`config.mk`:
```
export PLATFORM = sky130hd
export DESIGN_NAME = sr_register_bank
export DESIGN_NICKNAME = d
export VERILOG_FILES = /design/src/rtl/sr_register_bank.sv
export SDC_FILE = /design/constraint.sdc
export NUM_CORES = 1
export LEC_CHECK = 0
export BUFFER_PORTS_ARGS = -buffer_cell sky130_fd_sc_hd__buf_2
export CORE_MARGIN = 2
export CORE_UTILIZATION = 35
export CTS_BUF_LIST = sky130_fd_sc_hd__clkbuf_8
export CTS_CLUSTER_DIAMETER = 40
export DETAILED_ROUTE_END_ITERATION = 12
export PLACE_DENSITY = 0.65
export SYNTH_ARGS = -nofsm -noshare
export SYNTH_HDL_FRONTEND = slang
export SYNTH_SLANG_ARGS = --single-unit
```
`constraint.sdc`:
```
create_clock -name CLK -period 4.1 [get_ports CLK]
set_clock_uncertainty 0.2 [all_clocks]
set_input_delay 0.41 -clock CLK [delete_from_list [all_inputs] [get_ports CLK]]
set_output_delay 0.41 -clock CLK [all_outputs]
set_load 0.05 [all_outputs]
```
`src/rtl/sr_register_bank.sv`:
```
// rtl/sr_register_bank.sv - clocked set/reset flag bank with edge pulses, popcount and conflict flag
// Selectable S=R=1 resolution replaces the forbidden state of the legacy NAND SR latch.
module sr_register_bank #(
  parameter int               WIDTH = 4,
  parameter int               MODE  = 0,
  parameter logic [WIDTH-1:0] INIT  = '0,
  parameter int               CW    = $clog2(WIDTH + 1)
) (
  input  logic             CLK,
  input  logic             RST,
  input  logic             EN,
  input  logic             CLR,
  input  logic [WIDTH-1:0] S,
  input  logic [WIDTH-1:0] R,
  output logic [WIDTH-1:0] Q,
  output logic [WIDTH-1:0] Q_BAR,
  output logic [WIDTH-1:0] RISE,
  output logic [WIDTH-1:0] FALL,
  output logic [CW-1:0]    COUNT,
  output logic             ANY,
  output logic             ALL,
  output logic             CONFLICT
);

  localparam int MODE_RESET_DOM = 0;
  localparam int MODE_SET_DOM   = 1;
  localparam int MODE_HOLD      = 2;

  logic [WIDTH-1:0] q_reg;
  logic [WIDTH-1:0] q_next;
  logic [WIDTH-1:0] rise_reg;
  logic [WIDTH-1:0] fall_reg;
  logic [CW-1:0]    count_reg;
  logic             conflict_reg;
  logic             conflict_next;

  function automatic logic [CW-1:0] popcount(input logic [WIDTH-1:0] v);
    logic [CW-1:0] c;
    c = '0;
    for (int i = 0; i < WIDTH; i++) begin
      c = c + CW'(v[i]);
    end
    return c;
  endfunction

  // S/R are only examined when EN is high and CLR is low, so X there cannot reach Q.
  always_comb begin
    q_next        = q_reg;
    conflict_next = 1'b0;
    if (CLR) begin
      q_next = '0;
    end else if (EN) begin
      conflict_next = |(S & R);
      for (int i = 0; i < WIDTH; i++) begin
        case ({S[i], R[i]})
          2'b10:   q_next[i] = 1'b1;
          2'b01:   q_next[i] = 1'b0;
          2'b11: begin
            case (MODE)
              MODE_RESET_DOM: q_next[i] = 1'b0;
              MODE_SET_DOM:   q_next[i] = 1'b1;
              MODE_HOLD:      q_next[i] = q_reg[i];
              default:        q_next[i] = ~q_reg[i];
            endcase
          end
          default: q_next[i] = q_reg[i];
        endcase
      end
    end
  end

  always_ff @(posedge CLK) begin
    if (RST) begin
      q_reg        <= INIT;
      rise_reg     <= '0;
      fall_reg     <= '0;
      count_reg    <= popcount(INIT);
      conflict_reg <= 1'b0;
    end else begin
      q_reg        <= q_next;
      rise_reg     <= ~q_reg & q_next;
      fall_reg     <= q_reg & ~q_next;
      count_reg    <= popcount(q_next);
      conflict_reg <= conflict_next;
    end
  end

  assign Q        = q_reg;
  assign Q_BAR    = ~q_reg;
  assign RISE     = rise_reg;
  assign FALL     = fall_reg;
  assign COUNT    = count_reg;
  assign ANY      = |q_reg;
  assign ALL      = &q_reg;
  assign CONFLICT = conflict_reg;

endmodule

```
After elaboration in Yosys (flattened, before gate mapping)
Index checks and enable logic that the tools add are counted.

Memory bits (writable): 0. Output and inout port bits: 22. Register bits after elaboration: 16. Memories kept: 0. ROM bits: 0. Latch bits: 0. Word-level logic and storage cells: 40. Bits of input ports: 12.

Order comparisons: 0. Reductions and logical operators: 8. Divide/modulo/power cells: 0. Multipliers: 0. Mux-type cells: 6. Add/sub/neg operators: 3. Bitwise gates (word level): 6. Shift-type cells: 0. Equality and inequality tests: 12.

Operator list (count): == test 2 bit, second input constant (8); AND 4 bit (3); == test 2 x 1 -> 1 bit, second input constant (4); 2-to-1 mux 4 bit (2); inverter 4 bit (2); case mux 1 bit (2 select lines) (4); OR reduction 2 bit (4); OR reduction 4 bit (2); AND reduction 4 bit (1); adder 2 x 1 -> 3 bit (1); adder 3 x 1 -> 3 bit (1); OR reduction 3 bit (1); adder 1 x 1 -> 2 bit (1); inverter 1 bit (1).

Longest topological paths before layout
Gate-level depths: netlist (run 1).

Depth in word-level cells: 8. Depth in mapped cells: 8. Gate-level depth less buffers: 7.

Least setup slack after synthesis (run 1)
Ideal clock, no wire load.

Path kind: register to output. Start: register q_reg[2], in the netlist Q[2]. End: output ALL. Path buffers: 0. Slack: 0.749 ns. Cell stages (with the launch flop): 3. Arrival: 2.741 ns. Required time: 3.490 ns. Path through: dfxtp_1 -> inv_1 -> nor4_1.

Cells in the longest elaborated chain, start to end: 1.

RTL lines: from (decl) (line 29) `logic [WIDTH-1:0] q_reg;`; from (signal assigned) (line 80) `q_reg <= q_next;`; AND reduction 4 bit (line 94) `assign ALL = &q_reg;`; to (decl) (line 21) `output logic ALL,`.

No other way between the ends.

Worst setup path after layout (run 1)
Start: input EN. End: register count_reg[1], in the netlist COUNT[1].

Cells in the longest elaborated chain, start to end: 5.

RTL lines: from (decl) (line 11) `input logic EN,`; 2-to-1 mux 4 bit (*) (line 52) `end else if (EN) begin`; 2-to-1 mux 4 bit (*) (line 50) `if (CLR) begin`; adder 1 x 1 -> 2 bit (line 41) `c = c + CW'(v[i]);`; adder 2 x 1 -> 3 bit (line 41); adder 3 x 1 -> 3 bit (*) (line 41); to (signal assigned) (line 77) `count_reg <= popcount(INIT);`; to (signal assigned) (line 83) `count_reg <= popcount(q_next);`; to (decl) (line 33) `logic [CW-1:0] count_reg;`.

Every way passes the cells marked *; elsewhere a longest branch is shown, timed or not. A chain may end at the register's enable or synchronous reset.

==> impl_results.md, run 1 <==
* Status: completed
* Pwr Total at 365.7 uW
* Leak at 0.4099 nW
* Post-Syn Area at 710.7 sq um
* # IOs at 34
* Critical Path Max Stage Delay at 540 ps
* Max Fclk at 0.4020 GHz
* Initial antenna violation count at 0
* Dpl hpwl at 1.172 mm
* Minimum clock period at 2487 ps
* Leading area contributor after synthesis: dfxtp_1
* Max-Cap Viols at 0
* Maximum fanout along the worst path at 21
* Layout overhead on the synthesized area at 30.46%
* Post-Route Hold Slack at 223.6 ps
* Post-Layout Cell Count at 123
* Vias/cell at 4.894
* Comb power frac at 0.178
* Die footprint at 0.002407 sq mm
* Clock Latency Late Sink at 250 ps
* Largest net degree at the start of global routing at 22
* Rows at 16
* DP Area at 872.1 sq um
* Antenna diodes at 0
* Largest cells by area after synthesis: dfxtp_1, a2111oi_4, a211oi_1, a21oi_1, inv_1
* Utilization after layout at 0.4774
* Share of the synthesized area in the top cell type at 0.4507
* Leading cell type by number of instances after synthesis: dfxtp_1
* NetSw at 103.0 uW
* Int Power at 262.7 uW
* Worst-path clk slew at 60 ps
* # H-tree levels at 1
* Req. time, crit path at 4040 ps
* Setup WS pre-CTS at 1348 ps
* P per Cell Area at 394.4 mW/mm^2
* Number of synthesized flops with an enable pin at 0
* Distinct cells, synth at 17
* WS Path Type: in -> reg
* GRT Resource Usage Total at 0.1380
* Top_reg_cell synth: dfxtp_1
* Vias in the first global route at 534
* Number of post-CTS setup repair buffers at 0
* Die width at 49.06 microns
* Post-route setup TNS at 0 ps
* Port Buf Inserts at 33
* Detailed Route Iter0 Violations at 8
* WL final at 1.513 mm
* Synth warn at 0
* Die height at 49.06 microns
* Max-slew violation count at 0
* Hold/Removal Path Class: in -> reg
* Fin nets at 112
* Tcrit/Tclk final at 0.6067
* CP bufs+invs at 2
* Post-route cell area at 927.1 sq um
* Initial DRT Pass Iterations at 4
* Cells after Synth at 63
* Most frequent CP cell: ha_1
* Sequential power share at 0.444
* Final Setup Violations at 0
* Initial Util at 0.3660
* Overflow after GRT at 0
* Max clock buf depth at 2
* Peak VDD IR at 0.1484 mV
* Hold Vio Cnt, Final at 0
* Sw Ratio at 0.2817
* Final worst setup slack at 1613 ps
* Cts repair resizes at 0
* Worst path top cell family by delay: adder cells
* Slowest library cell on the worst path: fa_1
* Cell chain of the critical path: buf_2 > a21oi_1 > a211o_1 > fa_1 > inv_1 > ha_1 > ha_1 > nor2b_1
* Ys async rst share at 0
* Most frequent cells after synthesis: dfxtp_1, a21oi_1, inv_1, a211oi_1, nor3_1
* Seq cells post-synth at 16
* Worst setup EP type: flop
* Slew headroom at 0.6748
* Via count at 602
* Clock Power Share at 0.378
* DRT antenna net count at 0
* Cts bufs inserted at 3
* Syn avg cell area at 11.28 sq um
* Root Driver: clkbuf_8
* Worst EP arrival at 2430 ps
* Worst-margin pin slew at 487.8 ps
* Unrepaired setup endpoints after global routing: no
* Core area at 0.001942 sq mm
* Fraction of layout cells with a size suffix above 1 at 0.4271
* WL/cell at 12.30 microns
* Placed cells at 119
* Register area share after synthesis at 0.4507
* Net Count, Synth at 78
* CP startpoint kind: primary input
* CTS tree: built
* CTS Sinks at 16
* Post-CTS Hold Buffers at 0
* DRC at 0
* Gpl congestion at 0.7817
* First-pass GRT wire length at 2.435 mm
per-layer routing:
metal | GRT usage | share of wire | vias up
met5 | 0 | 0 | -
met4 | 0.1000 | 0.026 | 0
met3 | 0.04294 | 0.079 | 4
met2 | 0.2005 | 0.45 | 20
met1 | 0.1705 | 0.45 | 281
li1 | - | - | 297
placed cells by master (no fill, tap or decap):
| master | Yosys | layout |
|---|---|---|
| buf_2 | 0 | 33 |
| dfxtp_1 | 16 | 16 |
| a21oi_1 | 8 | 8 |
| inv_1 | 7 | 7 |
| a211oi_1 | 6 | 6 |
| nor3_1 | 4 | 4 |
| clkbuf_8 | 0 | 4 |
| a211o_1 | 3 | 3 |
| nor2b_1 | 3 | 3 |
| a2111oi_4 | 3 | 3 |
| a22oi_1 | 2 | 2 |
| ha_1 | 2 | 2 |
| nand4_1 | 1 | 1 |
| nor4_1 | 1 | 1 |
| or2_1 | 1 | 1 |
| a2111oi_2 | 1 | 1 |
| fa_1 | 1 | 1 |
sequential cells by signal, indices dropped and copies added (netlist names):
signal,cells
CONFLICT,1
COUNT,3
FALL,4
Q,4
RISE,4
logic make-up after synthesis:
group / after synthesis / share of synthesized area
buffers and inverters: 11 / 0.08979
AOI/OAI and AO/OA: 23 / 0.3151
DFF: 16 / 0.4507
adders and majority gates: 3 / 0.06338
and+or+nand+nor: 10 / 0.08101
power by group through the flow:
stage               clock network, mW  registers, mW  logic (mW)
floorplan                           0          0.182      0.0325
global placement                    0          0.166      0.0644
detailed placement                  0          0.166      0.0656
CTS                             0.142          0.162      0.0657
global route                    0.150          0.163      0.0697
finish                          0.138          0.162      0.0653
path summary, 6_finish.rpt:
kind	from	cells past startpoint	to	slack, ps
min	R[3]	2	Q[3]	220
min reg2reg	Q[1]	1	RISE[1]	300
max reg2reg	Q[0]	7	COUNT[1]	1800
max	EN	8	COUNT[1]	1610
cell type report:
cell class                 count  area [sq um]
inverter                       7         26.28
tap                           27         33.78
fill                         207          1015
multi-input combinational     36         326.6
timing repair buffer          33         165.2
clock buffer                   4         55.05
sequential                    16         320.3
Note: power is estimated with default switching activity, not from simulation.
==> run 2, diff against run 1 <==
Settings changed: ABC_AREA set to 1.
Clock period 4.1 ns to 2.5 ns, I/O delays scaled along.
==> impl_results.md, run 2 <==
* Number of synthesized flops with an enable pin at 0
* Syn avg cell area at 7.929 sq um
* Post-Route Hold Slack at 95.50 ps
* Worst setup EP type: flop
* Post-Syn Area at 705.7 sq um
* Max-Cap Viols at 0
* Layout overhead on the synthesized area at 35.82%
* Utilization after layout at 0.4987
* Placed cells at 146
* Initial Util at 0.3672
* Antenna diodes at 0
* CP startpoint kind: flop
* Detailed Route Iter0 Violations at 8
* Largest cells by area after synthesis: dfxtp_1, nand2_1, inv_1, nor2_1, nand4_1
* Max-slew violation count at 0
* Status: completed
* Die width at 48.90 microns
* # H-tree levels at 1
* P per Cell Area at 631.0 mW/mm^2
* Unrepaired setup endpoints after global routing: no
* Via count at 668
* Seq cells post-synth at 16
* Fin nets at 139
* Initial antenna violation count at 0
* Overflow after GRT at 0
* Cells after Synth at 89
* Ys async rst share at 0
* Most common cell after layout, fill and taps aside: buf_2
* Share of the synthesized area in the top cell type at 0.4539
* Vias/cell at 4.453
* Max Fclk at 0.4798 GHz
* Initial DRT Pass Iterations at 2
* Distinct cells, synth at 18
* Slowest library cell on the worst path: fa_1
* Port Buf Inserts at 33
* Post-CTS Hold Buffers at 0
* WS Path Type: reg -> reg
* Hold/Removal Path Class: in -> reg
* Leading cell type by number of instances after synthesis: nand2_1
* Worst EP arrival at 2020 ps
* Most frequent cells after synthesis: nand2_1, dfxtp_1, inv_1, nor2_1
* DRT antenna net count at 0
* Maximum fanout along the worst path at 5
* # IOs at 34
* Min-delay src: R[3]
* Filler cells at 193
* WL/cell at 10.43 microns
* Critical Path Max Stage Delay at 540 ps
* Largest net degree at the start of global routing at 17
* Worst-margin pin slew at 324.8 ps
* Register area share after synthesis at 0.4539
* Synth warn at 0
* Leading area contributor after synthesis: dfxtp_1
* Cell chain of the critical path: clkinvlp_4 > nand2_1 > nand2_1 > fa_1 > inv_1 > ha_1 > ha_1 > inv_1 > nor2_1
* Top_reg_cell synth: dfxtp_1
* Hold Vio Cnt, Final at 0
* Most frequent cells in the layout: buf_2, nand2_1, dfxtp_1, nor2_1, inv_1
* Max clock buf depth at 2
* Gpl congestion at 0.7790
* Post-route setup TNS at 0 ps
* Die height at 48.90 microns
* Slew headroom at 0.7835
* Req. time, crit path at 2430 ps
* Final Setup Violations at 0
* Dpl hpwl at 1.212 mm
* Worst-path clk slew at 70 ps
* Root Driver: clkbuf_8
* Seq. cell area at 324.1 sq um
* Clock Latency Late Sink at 250 ps
* Vias in the first global route at 629
* Die footprint at 0.002391 sq mm
* Tcrit/Tclk final at 0.8338
* CTS tree: built
* Post-Layout Cell Count at 150
* Cts bufs inserted at 3
* Number of post-CTS setup repair buffers at 0
* Multi-input combinational cell area at 312.8 sq um
* Rows at 16
* Reg-to-reg startpoint: Q[0]
* CTS Sinks at 16
* Cts repair resizes at 0
* WL final at 1.564 mm
* Peak VDD IR at 0.3053 mV
* Core area at 0.001922 sq mm
* Minimum clock period at 2084 ps
* DRC at 0
* Net Count, Synth at 104
* GRT Resource Usage Total at 0.1522
* Fraction of layout cells with a size suffix above 1 at 0.4309
* First-pass GRT wire length at 2.739 mm
* Crit. Startpoint: Q[0]
* Leak at 0.5160 nW
run 2: changes by cell type in the layout (fill, tap and decap cells not counted), sizes merged, moves of 2 or more:
cell / delta
inv: +3
nand2: +24
clkinvlp: +3
nand4: +4
a211o: -3
nor2b: -3
clkinv: +2
a22oi: -2
a21oi: -4
a2111oi: -4
a211oi: -6
nor2: +14
run 2: per-layer routing:
metal	track usage	up-vias	wire length (microns)
met5	0	-	0
met4	0.1286	0	57
met3	0.02454	6	77
met2	0.2260	21	689
met1	0.1919	299	739
li1	-	342	-
run 2: report_power, final:
part	internal [mW]	switching [mW]	total [mW]
logic	0.0285	0.0794	0.108
clock network	0.140	0.0921	0.232
registers	0.262	0.00278	0.265
run 2: cell type report:
cell class | count | share of cell area
multi-input cells | 55 | 0.3264
well taps | 27 | 0.03525
flip-flops and latches | 16 | 0.3381
clock buffers | 4 | 0.05744
repair buffers | 33 | 0.1723
inverters | 15 | 0.07050
run 2: per-stage QoR:
stage	instance area, sq um	setup slack (ps)	power [mW]
4_1_cts	958.4	419.0	0.6100
3_3_place_gp	903.4	290.7	0.3777
3_5_place_dp	903.4	271.6	0.3788
5_1_grt	958.4	308.3	0.6367
2_1_floorplan	725.7	16.36	0.3495
6_report	958.4	415.6	0.6048
run 2: final timing paths:
check        slack [ps]  cells after the start  endpoint
max                 420                      9  COUNT[1]
min                 100                      4   RISE[3]
min reg2reg         350                      2   FALL[3]
max reg2reg         420                      9  COUNT[1]
run 2: kinds of logic (layout without fill, tap and decap cells):
group	count (synthesis)	count (layout)	synth area share
flops	16	16	0.4539
buf+inv	18	52	0.1099
fa+ha+maj	3	3	0.06383
compound gates	4	4	0.05497
simple gates	48	48	0.3174
run 2: critical path, delay by kind of cell (launching register included):
family / cells / cell delay (ps)
buffers and inverters: 3 / 230
AND/OR/NAND/NOR: 3 / 200
flip-flops: 1 / 360
adder cells (fa/ha/maj): 3 / 970
